`src/rtl/mmio_store_bridge_pkg.sv`:
```
// Shared types and constants for the MMIO store bridge: window base,
// entry layout and the drain FSM encoding.
package mmio_store_bridge_pkg;

    localparam logic [31:0] MMIO_BASE_DEF = 32'hFFFF_FF00;
    localparam int unsigned OFS_W         = 8;
    localparam int unsigned DATA_W        = 32;
    localparam int unsigned ENTRY_W       = OFS_W + DATA_W;

    typedef enum logic {
        IDLE = 1'b0,
        SEND = 1'b1
    } state_e;

    typedef struct packed {
        logic [OFS_W-1:0]  ofs;
        logic [DATA_W-1:0] data;
    } entry_t;

endpackage

```
`src/rtl/mmio_store_bridge_fifo.sv`:
```
// Register-based synchronous FIFO holding queued MMIO stores; head is
// read straight from storage at the read pointer.
module m_store_fifo #(
    parameter int unsigned DEPTH = 4,
    parameter int unsigned WIDTH = 40
) (
    input  logic                     clk,
    input  logic                     rst_n,
    input  logic                     push,
    input  logic                     pop,
    input  logic [WIDTH-1:0]         din,
    output logic                     full,
    output logic                     empty,
    output logic [$clog2(DEPTH):0]   count,
    output logic [WIDTH-1:0]         head
);

    localparam int unsigned PW = $clog2(DEPTH);
    localparam int unsigned CW = PW + 1;
    localparam logic [PW-1:0] PTR_ONE = PW'(1);

    logic [WIDTH-1:0] mem_q [DEPTH];
    logic [WIDTH-1:0] mem_d [DEPTH];
    logic [PW-1:0]    rd_ptr_q, rd_ptr_d;
    logic [PW-1:0]    wr_ptr_q, wr_ptr_d;
    logic [CW-1:0]    count_q, count_d;
    logic             push_ok, pop_ok;

    assign full    = (count_q == CW'(DEPTH));
    assign empty   = (count_q == '0);
    assign count   = count_q;
    assign head    = mem_q[rd_ptr_q];
    assign push_ok = push & ~full;
    assign pop_ok  = pop & ~empty;

    // Power-of-two depth lets the pointers wrap by natural overflow.
    always_comb begin
        mem_d    = mem_q;
        wr_ptr_d = wr_ptr_q;
        rd_ptr_d = rd_ptr_q;
        if (push_ok) begin
            mem_d[wr_ptr_q] = din;
            wr_ptr_d        = wr_ptr_q + PTR_ONE;
        end
        if (pop_ok) begin
            rd_ptr_d = rd_ptr_q + PTR_ONE;
        end
        count_d = count_q + CW'(push_ok) - CW'(pop_ok);
    end

    always_ff @(posedge clk or negedge rst_n) begin
        if (!rst_n) begin
            for (int unsigned i = 0; i < DEPTH; i++) begin
                mem_q[i] <= '0;
            end
            rd_ptr_q <= '0;
            wr_ptr_q <= '0;
            count_q  <= '0;
        end else begin
            mem_q    <= mem_d;
            rd_ptr_q <= rd_ptr_d;
            wr_ptr_q <= wr_ptr_d;
            count_q  <= count_d;
        end
    end

endmodule

```
`src/rtl/mmio_store_bridge.sv`:
```
// Captures MEM-stage stores that hit the MMIO window, queues them and drains
// them over a valid/ready bus with head-of-queue timeout and drop statistics.
module mmio_store_bridge
    import mmio_store_bridge_pkg::*;
#(
    parameter int unsigned DEPTH     = 4,
    parameter logic [31:0] MMIO_BASE = MMIO_BASE_DEF,
    parameter int unsigned TIMEOUT   = 16
) (
    input  logic              clk,
    input  logic              reset,
    input  logic              memwriteM,
    input  logic [31:0]       aluoutM,
    input  logic [31:0]       writedataM,
    output logic              stallM,
    output logic              bus_valid,
    output logic [OFS_W-1:0]  bus_addr,
    output logic [DATA_W-1:0] bus_data,
    input  logic              bus_ready,
    output logic              err,
    input  logic              err_clr,
    output logic [7:0]        drop_cnt
);

    localparam int unsigned CW = $clog2(DEPTH) + 1;
    localparam int unsigned TW = $clog2(TIMEOUT) + 1;

    state_e        state_q, state_d;
    logic [TW-1:0] tmo_cnt_q, tmo_cnt_d;
    logic          err_q, err_d;
    logic [7:0]    drop_cnt_q, drop_cnt_d;

    logic          hit, push, pop, xfer, drop;
    logic          full, empty;
    logic [CW-1:0] count, count_nxt;
    entry_t        head;

    assign hit       = memwriteM & (aluoutM[31:8] == MMIO_BASE[31:8]);
    // Push is judged on the start-of-cycle fill level only, so a same-cycle
    // pop never frees a slot; this keeps bus_ready out of the stallM cone.
    assign push      = hit & ~full;
    assign stallM    = hit & full;
    assign bus_valid = ~empty;
    assign xfer      = bus_valid & bus_ready;
    assign drop      = (state_q == SEND) & ~bus_ready & (tmo_cnt_q == TW'(TIMEOUT - 1));
    assign pop       = xfer | drop;
    assign count_nxt = count + CW'(push) - CW'(pop);

    assign bus_addr  = head.ofs;
    assign bus_data  = head.data;
    assign err       = err_q;
    assign drop_cnt  = drop_cnt_q;

    m_store_fifo #(
        .DEPTH (DEPTH),
        .WIDTH (ENTRY_W)
    ) u_fifo (
        .clk   (clk),
        .rst_n (reset),
        .push  (push),
        .pop   (pop),
        .din   ({aluoutM[7:0], writedataM}),
        .full  (full),
        .empty (empty),
        .count (count),
        .head  (head)
    );

    always_comb begin
        state_d    = (count_nxt != '0) ? SEND : IDLE;
        tmo_cnt_d  = tmo_cnt_q;
        err_d      = err_q;
        drop_cnt_d = drop_cnt_q;
        if (pop) begin
            tmo_cnt_d = '0;
        end else if (state_q == SEND && !bus_ready) begin
            tmo_cnt_d = tmo_cnt_q + TW'(1);
        end
        if (err_clr) begin
            err_d = 1'b0;
        end
        if (drop) begin
            err_d = 1'b1;
            if (drop_cnt_q != 8'hFF) begin
                drop_cnt_d = drop_cnt_q + 8'd1;
            end
        end
    end

    always_ff @(posedge clk or negedge reset) begin
        if (!reset) begin
            state_q    <= IDLE;
            tmo_cnt_q  <= '0;
            err_q      <= 1'b0;
            drop_cnt_q <= '0;
        end else begin
            state_q    <= state_d;
            tmo_cnt_q  <= tmo_cnt_d;
            err_q      <= err_d;
            drop_cnt_q <= drop_cnt_d;
        end
    end

endmodule

```
`config.mk`:
```
export PLATFORM = sky130hd
export DESIGN_NAME = mmio_store_bridge
export DESIGN_NICKNAME = d
export VERILOG_FILES = /design/src/rtl/mmio_store_bridge_pkg.sv /design/src/rtl/mmio_store_bridge_fifo.sv /design/src/rtl/mmio_store_bridge.sv
export SDC_FILE = /design/constraint.sdc
export NUM_CORES = 1
export LEC_CHECK = 0
export BUFFER_PORTS_ARGS = -buffer_cell sky130_fd_sc_hd__buf_2
export CELL_PAD_IN_SITES_DETAIL_PLACEMENT = 1
export CELL_PAD_IN_SITES_GLOBAL_PLACEMENT = 1
export CORE_UTILIZATION = 48
export DETAILED_ROUTE_END_ITERATION = 8
export PLACE_DENSITY = 0.89
export SLEW_MARGIN = 20
export SYNTH_ARGS = -nofsm -noshare
export SYNTH_HDL_FRONTEND = slang
export SYNTH_HIERARCHICAL = 1
export SYNTH_SLANG_ARGS = --single-unit
```
`constraint.sdc`:
```
create_clock -name clk -period 4.1 [get_ports clk]
set_input_delay 0.41 -clock clk [delete_from_list [all_inputs] [get_ports clk]]
set_output_delay 0.41 -clock clk [all_outputs]
set_load 0.01 [all_outputs]
```
# Word-level counts from Yosys, hierarchy flattened
# Index checks and enable logic that the tools add are counted.
dict set report word_totals {
  regBits 182
  in_bits 69
  out_inout_bits 51
  word_cells 59
}
dict set report classes {
  addsub 8
  order_cmp 3
  eq_ne 4
  n_mux 11
  bitwise_logic 14
  reduce_logical 8
}
# op n
set op_table {}
lappend op_table {{$bwmux 160} 1}
lappend op_table {{$mux 40} 3}
lappend op_table {{$bmux 40 s2} 1}
lappend op_table {{$demux 40 s2} 1}
lappend op_table {{$eq 24x24->1 const B} 1}
lappend op_table {{$mux 5} 2}
lappend op_table {{$add 8x1->8 const B} 1}
lappend op_table {{$and 1x1->1} 8}
lappend op_table {{$ne 8x8->1 const B} 1}
lappend op_table {{$add 3x1->3} 2}
lappend op_table {{$ge 3x3->1 const B} 2}
lappend op_table {{$not 2->3} 2}
lappend op_table {{$sub 3x1->3} 2}
lappend op_table {{$add 5x1->5 const B} 1}
lappend op_table {{$eq 5x4->1 const B} 1}
lappend op_table {{$add 2x1->2 const B} 2}
lappend op_table {{$reduce_bool 2->1} 2}
lappend op_table {{$eq 3x3->1 const B} 1}
lappend op_table {{$logic_not 3->1} 1}
lappend op_table {{$lt 3x1->1 const B} 1}
lappend op_table {{$mux 1} 3}
lappend op_table {{$not 1->1} 3}
lappend op_table {{$reduce_bool 3->1} 1}
lappend op_table {{$logic_and 1x1->1} 2}
lappend op_table {{3 further kinds} 3}

# Longest topological paths before layout
dict set report logic_depth {
  word_depth 7
  ltp_mapped 14
  mapped_depth_nobuf 12
}

# Modules after synthesis
# Netlist, hierarchy kept.
# mod n_inst cells_each area_each_um2 seq_area_each_um2
set modules_own_cells {}
lappend modules_own_cells {m_store_fifo 1 1030 11448.5 4179.0}
lappend modules_own_cells {mmio_store_bridge 1 96 945.9 375.4}

# Worst setup path after synthesis
# No wires, ideal clock.
dict set report synth_timing {
  kind {input-to-reg}
  from {input aluoutM[16]}
  to {register u_fifo.count_q[2], in the netlist u_fifo/count[2]}
  arrival_time_ns 2.969
  required_ns 3.977
  slack_ns 1.009
  path_stages 13
  cell_sequence {nand4_1 or4_4 nor3_1 buf_2 buf_2 buf_2 nand2b_1 ha_1 inv_1 ha_1 fa_1 xor2_1 xnor2_1}
}
dict set report synth_between {
  elab_chain_cells 6
}
# element line_no
set synth_rtl {}
lappend synth_rtl {{from (decl)} mmio_store_bridge.sv:13} ;# input logic [31:0] aluoutM,
lappend synth_rtl {{$eq 24x24->1} mmio_store_bridge.sv:38} ;# assign hit = memwriteM & (aluoutM[31:8] == MMIO_BASE[31:8]);
lappend synth_rtl {{$and 1x1->1} mmio_store_bridge.sv:38}
lappend synth_rtl {{$and 1x1->1} mmio_store_bridge.sv:41} ;# assign push = hit & ~full;
lappend synth_rtl {{named net push} mmio_store_bridge.sv:33} ;# logic hit, push, pop, xfer, drop;
lappend synth_rtl {{$and 1x1->1} mmio_store_bridge_fifo.sv:33} ;# assign push_ok = push & ~full;
lappend synth_rtl {{$add 3x1->3} mmio_store_bridge_fifo.sv:48} ;# count_d = count_q + CW'(push_ok) - CW'(pop_ok);
lappend synth_rtl {{$sub 3x1->3} mmio_store_bridge_fifo.sv:48}
lappend synth_rtl {{named net u_fifo.count_d[2]} mmio_store_bridge_fifo.sv:26} ;# logic [CW-1:0] count_q, count_d;
lappend synth_rtl {{to (signal assigned)} mmio_store_bridge_fifo.sv:63} ;# count_q <= count_d;
lappend synth_rtl {{to (decl)} mmio_store_bridge_fifo.sv:26}
# The timed path passes the listed nets, and every way through them passes these cells.
# A chain may end at the register's enable or synchronous reset.

# Worst setup path in the final report
dict set report layout_timing {
  from {register u_fifo.count_q[1], in the netlist u_fifo/count[1]}
  to {register state_q}
}
dict set report layout_between {
  elab_chain_cells 7
  elab_cells_between_ends 11
  cone_classes {2 x add/sub; 1 x eq/ne; 1 x mux; 5 x bitwise; 2 x reduce/logical}
}
# element line_no
set layout_rtl {}
lappend layout_rtl {{$logic_not 3->1} mmio_store_bridge_fifo.sv:30} ;# assign empty = (count_q == '0);
lappend layout_rtl {{named net empty} mmio_store_bridge.sv:34} ;# logic full, empty;
lappend layout_rtl {{$not 1->1} mmio_store_bridge.sv:43} ;# assign bus_valid = ~empty;
lappend layout_rtl {{$and 1x1->1} mmio_store_bridge.sv:44} ;# assign xfer = bus_valid & bus_ready;
lappend layout_rtl {{$or 1x1->1} mmio_store_bridge.sv:46} ;# assign pop = xfer | drop;
lappend layout_rtl {{named net pop} mmio_store_bridge.sv:33}
lappend layout_rtl {{$sub 3x1->3} mmio_store_bridge.sv:47} ;# assign count_nxt = count + CW'(push) - CW'(pop);
lappend layout_rtl {{$reduce_bool 3->1} mmio_store_bridge.sv:70} ;# state_d = (count_nxt != '0) ? SEND : IDLE;
lappend layout_rtl {{$mux 1} mmio_store_bridge.sv:70}
lappend layout_rtl {{named net state_d} mmio_store_bridge.sv:28} ;# state_e state_q, state_d;
lappend layout_rtl {{to (signal assigned)} mmio_store_bridge.sv:97} ;# state_q <= state_d;
lappend layout_rtl {{to (decl)} mmio_store_bridge.sv:28}
# The timed path passes the listed nets, and every way through them passes these cells.

==> insert_results.sql <==
INSERT INTO impl_metrics (metric_group, metric, value, unit) VALUES
('setup_path', 'r2r_slack', '0.74', 'ns'),
('logic_synthesis', 'synthArstFlopShare', '100.0', '%'),
('sta', 'slew_violations', '0', ''),
('placed_design', 'finalWeightedCongestion', '0.7432', ''),
('sta', 'finalSetupViolCount', '0', ''),
('clock_tree', 'cts.reportedPaths.clkPinSlew', '0.07', 'ns'),
('placed_design', 'io_buffer_count', '119', ''),
('finish', 'layout-drive-gt1-share', '34.01', '%'),
('logic_synthesis', 'syn_area_per_cell', '11.01', 'µm²'),
('global_routing', 'overflow', '0', ''),
('clock_tree', 'cts_hold_repair.buffers', '0', ''),
('logic_synthesis', 'ys_ff_latch', '182', ''),
('min_path', 'min_path_type', 'primary input to asynchronous set/reset pin', ''),
('sta', 'max_freq', '298.0', 'MHz'),
('setup_path', 'critical_path.cell_chain', 'nor3_1 -> o21ai_0 -> ha_1 -> inv_1 -> ha_1 -> fa_1 -> xnor2_1 -> xnor2_1 -> or3_1', ''),
('floorplan', 'fp.dieArea', '0.02647', 'mm²'),
('setup_path', 'cp_data_required_time', '4.43', 'ns'),
('run_status', 'outcome', 'finished clean', ''),
('setup_path', 'endpoint_kind', 'flip-flop', ''),
('routing', 'route.detailed.wl_per_inst', '23.73', 'µm'),
('finish', 'final_cells', '1470', ''),
('routing', 'drtPass1Iterations', '5', ''),
('floorplan', 'i_o_pin_cnt', '120', ''),
('setup_path', 'timing.reg2reg.worst_path_depth', '9', ''),
('setup_path', 'critical-path-max-stage-delay', '0.69', 'ns'),
('clock_tree', 'cts-root-to-sink-buffers', '2', ''),
('sta', 'unrepaired_setup_endpoints_after_global_routing', 'false', ''),
('routing', 'route.detailed.drc', '0', ''),
('flow_run', 'max-cap-violations', '0', ''),
('setup_path', 'cp_top_family', 'simple AND/OR/NAND/NOR gates', ''),
('clock_tree', 'post_cts_repair_resize_count', '0', ''),
('power_and_ir_drop', 'ir_worst_vdd', '542.7', 'µV'),
('clock_tree', 'cts_tree', 'done', ''),
('setup_path', 'worst-endpoint-arrival', '3.68', 'ns'),
('routing', 'met2_length', '17.77', 'mm'),
('logic_synthesis', 'synth_sequential_area_ratio', '36.75', '%'),
('sta', 'max-slew-margin-rel', '27.44', '%'),
('finish', 'nNetsFinal', '1207', ''),
('global_routing', 'first_global_vias', '10540', ''),
('global_routing', 'grt_start_max_net_pins', '189', ''),
('setup_path', 'setup.worst_path.start_class', 'flip-flop', ''),
('routing', 'detail_route.wirelength', '34.89', 'mm'),
('floorplan', 'start_util', '49.08', '%'),
('setup_path', 'path_buf_inv', '1', ''),
('sta', 'timing.final.crit_share', '81.85', '%'),
('power_and_ir_drop', 'p_leak', '4.511', 'nW'),
('clock_tree', 'buffers_inserted_by_post_cts_timing_repair', '0', ''),
('setup_path', 'top_fanout_value_on_the_critical_path', '34', ''),
('sta', 'fin_setup_tns', '0', 'ns'),
('clock_tree', 'ctsHtreeMaxLevel', '4', ''),
('floorplan', 'die_extent_in_y', '162.7', 'µm'),
('logic_synthesis', 'synth_cells', '1126', ''),
('setup_path', 'rr_startpoint', 'u_fifo/count[1]', ''),
('floorplan', 'fp-row-count', '58', ''),
('global_routing', 'grt_pass1_wl', '57.22', 'mm'),
('setup_path', 'criticalPathCategory', 'flip-flop to flip-flop', ''),
('global_routing', 'groute.usage.overall', '27.22', '%'),
('sta', 'period_minus_slack', '3.356', 'ns'),
('placed_design', 'dp_hpwl', '18.46', 'mm'),
('sta', 'final_hold_viol_count', '0', ''),
('clock_tree', 'clkSinkCount', '182', ''),
('power_and_ir_drop', 'power_per_cell_area', '468.5', 'mW/mm²'),
('floorplan', 'die_w', '162.7', 'µm'),
('logic_synthesis', 'edff_count_synth', '0', ''),
('placed_design', 'placed_cells_incl_taps', '1436', ''),
('clock_tree', 'clock-root-buffer', 'sky130_fd_sc_hd__clkbuf_16', ''),
('sta', 'clock-skew-final', '0.009472', 'ns'),
('global_routing', 'antenna_found_initial', '3', ''),
('clock_tree', 'worstSkewPairLatency', '0.45', 'ns'),
('routing', 'met3RoutedLength', '1.037', 'mm'),
('setup_path', 'critical_path_slowest_stage_cell', 'sky130_fd_sc_hd__nor3_1', '');
## Yosys cell counts (2+ instances only)
master	instances	area share, %
sky130_fd_sc_hd__nand2_1	4	0.12
sky130_fd_sc_hd__a21bo_2	160	13
sky130_fd_sc_hd__nand4_1	6	0.30
sky130_fd_sc_hd__nor3_1	4	0.16
sky130_fd_sc_hd__buf_1	2	0.061
sky130_fd_sc_hd__nand3_1	166	6.7
sky130_fd_sc_hd__and3_1	4	0.20
sky130_fd_sc_hd__mux2i_1	2	0.16
sky130_fd_sc_hd__nor2_1	2	0.061
sky130_fd_sc_hd__buf_2	60	2.4
sky130_fd_sc_hd__o2111ai_1	2	0.14
sky130_fd_sc_hd__dfrtp_1	182	37
sky130_fd_sc_hd__buf_4	3	0.18
sky130_fd_sc_hd__mux2_2	4	0.36
sky130_fd_sc_hd__mux4_2	40	7.3
sky130_fd_sc_hd__buf_6	6	0.55
sky130_fd_sc_hd__o211ai_1	164	9.9
sky130_fd_sc_hd__or3_1	2	0.10
sky130_fd_sc_hd__o21ai_0	8	0.32
sky130_fd_sc_hd__nand4bb_1	162	15
sky130_fd_sc_hd__fa_1	2	0.32
sky130_fd_sc_hd__xnor2_1	9	0.64
sky130_fd_sc_hd__xor2_1	2	0.14
sky130_fd_sc_hd__nand2b_1	6	0.30
sky130_fd_sc_hd__ha_1	11	1.1
sky130_fd_sc_hd__clkbuf_1	85	2.6
sky130_fd_sc_hd__inv_1	14	0.42
## where the power goes
group | leakage, nW | switching, mW | internal, mW
clock | 0.311 | 0.790 | 1.05
combinational | 2.53 | 1.38 | 1.07
sequential | 1.67 | 0.220 | 1.85
## metrics by stage
step | total power, mW | setup WS, ns | hold slack [ns] | util [%]
CTS | 6.376 | 0.7830 | 0.05892 | 53.70
global route | 6.615 | 0.5915 | 0.09768 | 53.72
floorplan | 3.975 | 1.009 | 0.1144 | -
detailed placement | 4.529 | 0.8384 | 0.5063 | 51.17
finish | 6.355 | 0.7442 | 0.01974 | 53.72
global placement | 4.492 | 0.9297 | 0.5048 | 51.17
## worst max-delay path by stage
stage / cells past startpoint / slack (ns) / end
global placement: 9 / 0.93 / state_q
detailed placement: 9 / 0.84 / state_q
global route: 9 / 0.59 / state_q
CTS: 9 / 0.78 / state_q
finish: 9 / 0.74 / state_q
floorplan: 13 / 1.01 / u_fifo/count[2]
## cells by family after synthesis
| kind of cell | synth area share, % |
|---|---|
| simple gates | 23.33 |
| compound gates | 23.71 |
| flops | 36.75 |
| buf+inv | 6.208 |
| mux | 7.793 |
| fa+ha+maj | 1.433 |
| xor+xnor | 0.7774 |
## flip-flops by register name, summed over array words and instances (netlist names)
signal / flops
tmo_cnt_q: 5
u_fifo/mem_q: 160
state_q: 1
drop_cnt: 8
err: 1
u_fifo/count: 3
u_fifo/rd_ptr_q: 2
u_fifo/wr_ptr_q: 2
## final cells by class
| cell class | count | area (µm²) |
|---|---|---|
| repair buffers | 136 | 767.0 |
| diodes | 2 | 5.005 |
| fillers | 2693 | 11690 |
| flip-flops and latches | 182 | 4568 |
| clock inverters | 14 | 198.9 |
| multi-input cells | 774 | 7122 |
| inverters | 14 | 52.55 |
| clock buffers | 18 | 439.2 |
| well taps | 330 | 412.9 |
## layout by cell type, fill, tap and decap left out, types with 3 or more instances in the layout
| cell | n |
|---|---|
| sky130_fd_sc_hd__dfrtp_1 | 177 |
| sky130_fd_sc_hd__nand3_1 | 166 |
| sky130_fd_sc_hd__o211ai_1 | 164 |
| sky130_fd_sc_hd__nand4bb_1 | 162 |
| sky130_fd_sc_hd__a21bo_2 | 160 |
| sky130_fd_sc_hd__buf_2 | 118 |
| sky130_fd_sc_hd__mux4_2 | 40 |
| sky130_fd_sc_hd__clkbuf_16 | 17 |
| sky130_fd_sc_hd__inv_1 | 14 |
| sky130_fd_sc_hd__buf_4 | 14 |
| sky130_fd_sc_hd__xnor2_1 | 9 |
| sky130_fd_sc_hd__o21ai_0 | 8 |
| sky130_fd_sc_hd__ha_1 | 7 |
| sky130_fd_sc_hd__nand4_1 | 6 |
| sky130_fd_sc_hd__nand2b_1 | 6 |
| sky130_fd_sc_hd__nand2_1 | 4 |
| sky130_fd_sc_hd__and3_1 | 4 |
| sky130_fd_sc_hd__mux2_2 | 4 |
| sky130_fd_sc_hd__clkinv_4 | 4 |
| sky130_fd_sc_hd__bufinv_16 | 4 |
| sky130_fd_sc_hd__nor3_1 | 3 |
| sky130_fd_sc_hd__inv_6 | 3 |
| sky130_fd_sc_hd__ha_4 | 3 |
| sky130_fd_sc_hd__dfrtp_4 | 3 |
| sky130_fd_sc_hd__buf_12 | 3 |
## per-layer routing
metal  vias up  global-route usage, %
met4         2                  9.516
met3        48                  3.743
met2       210                  45.78
li1       4424                      -
met1      5229                  35.88
met5         -                      0
Power figures use the tool's default switching activity.
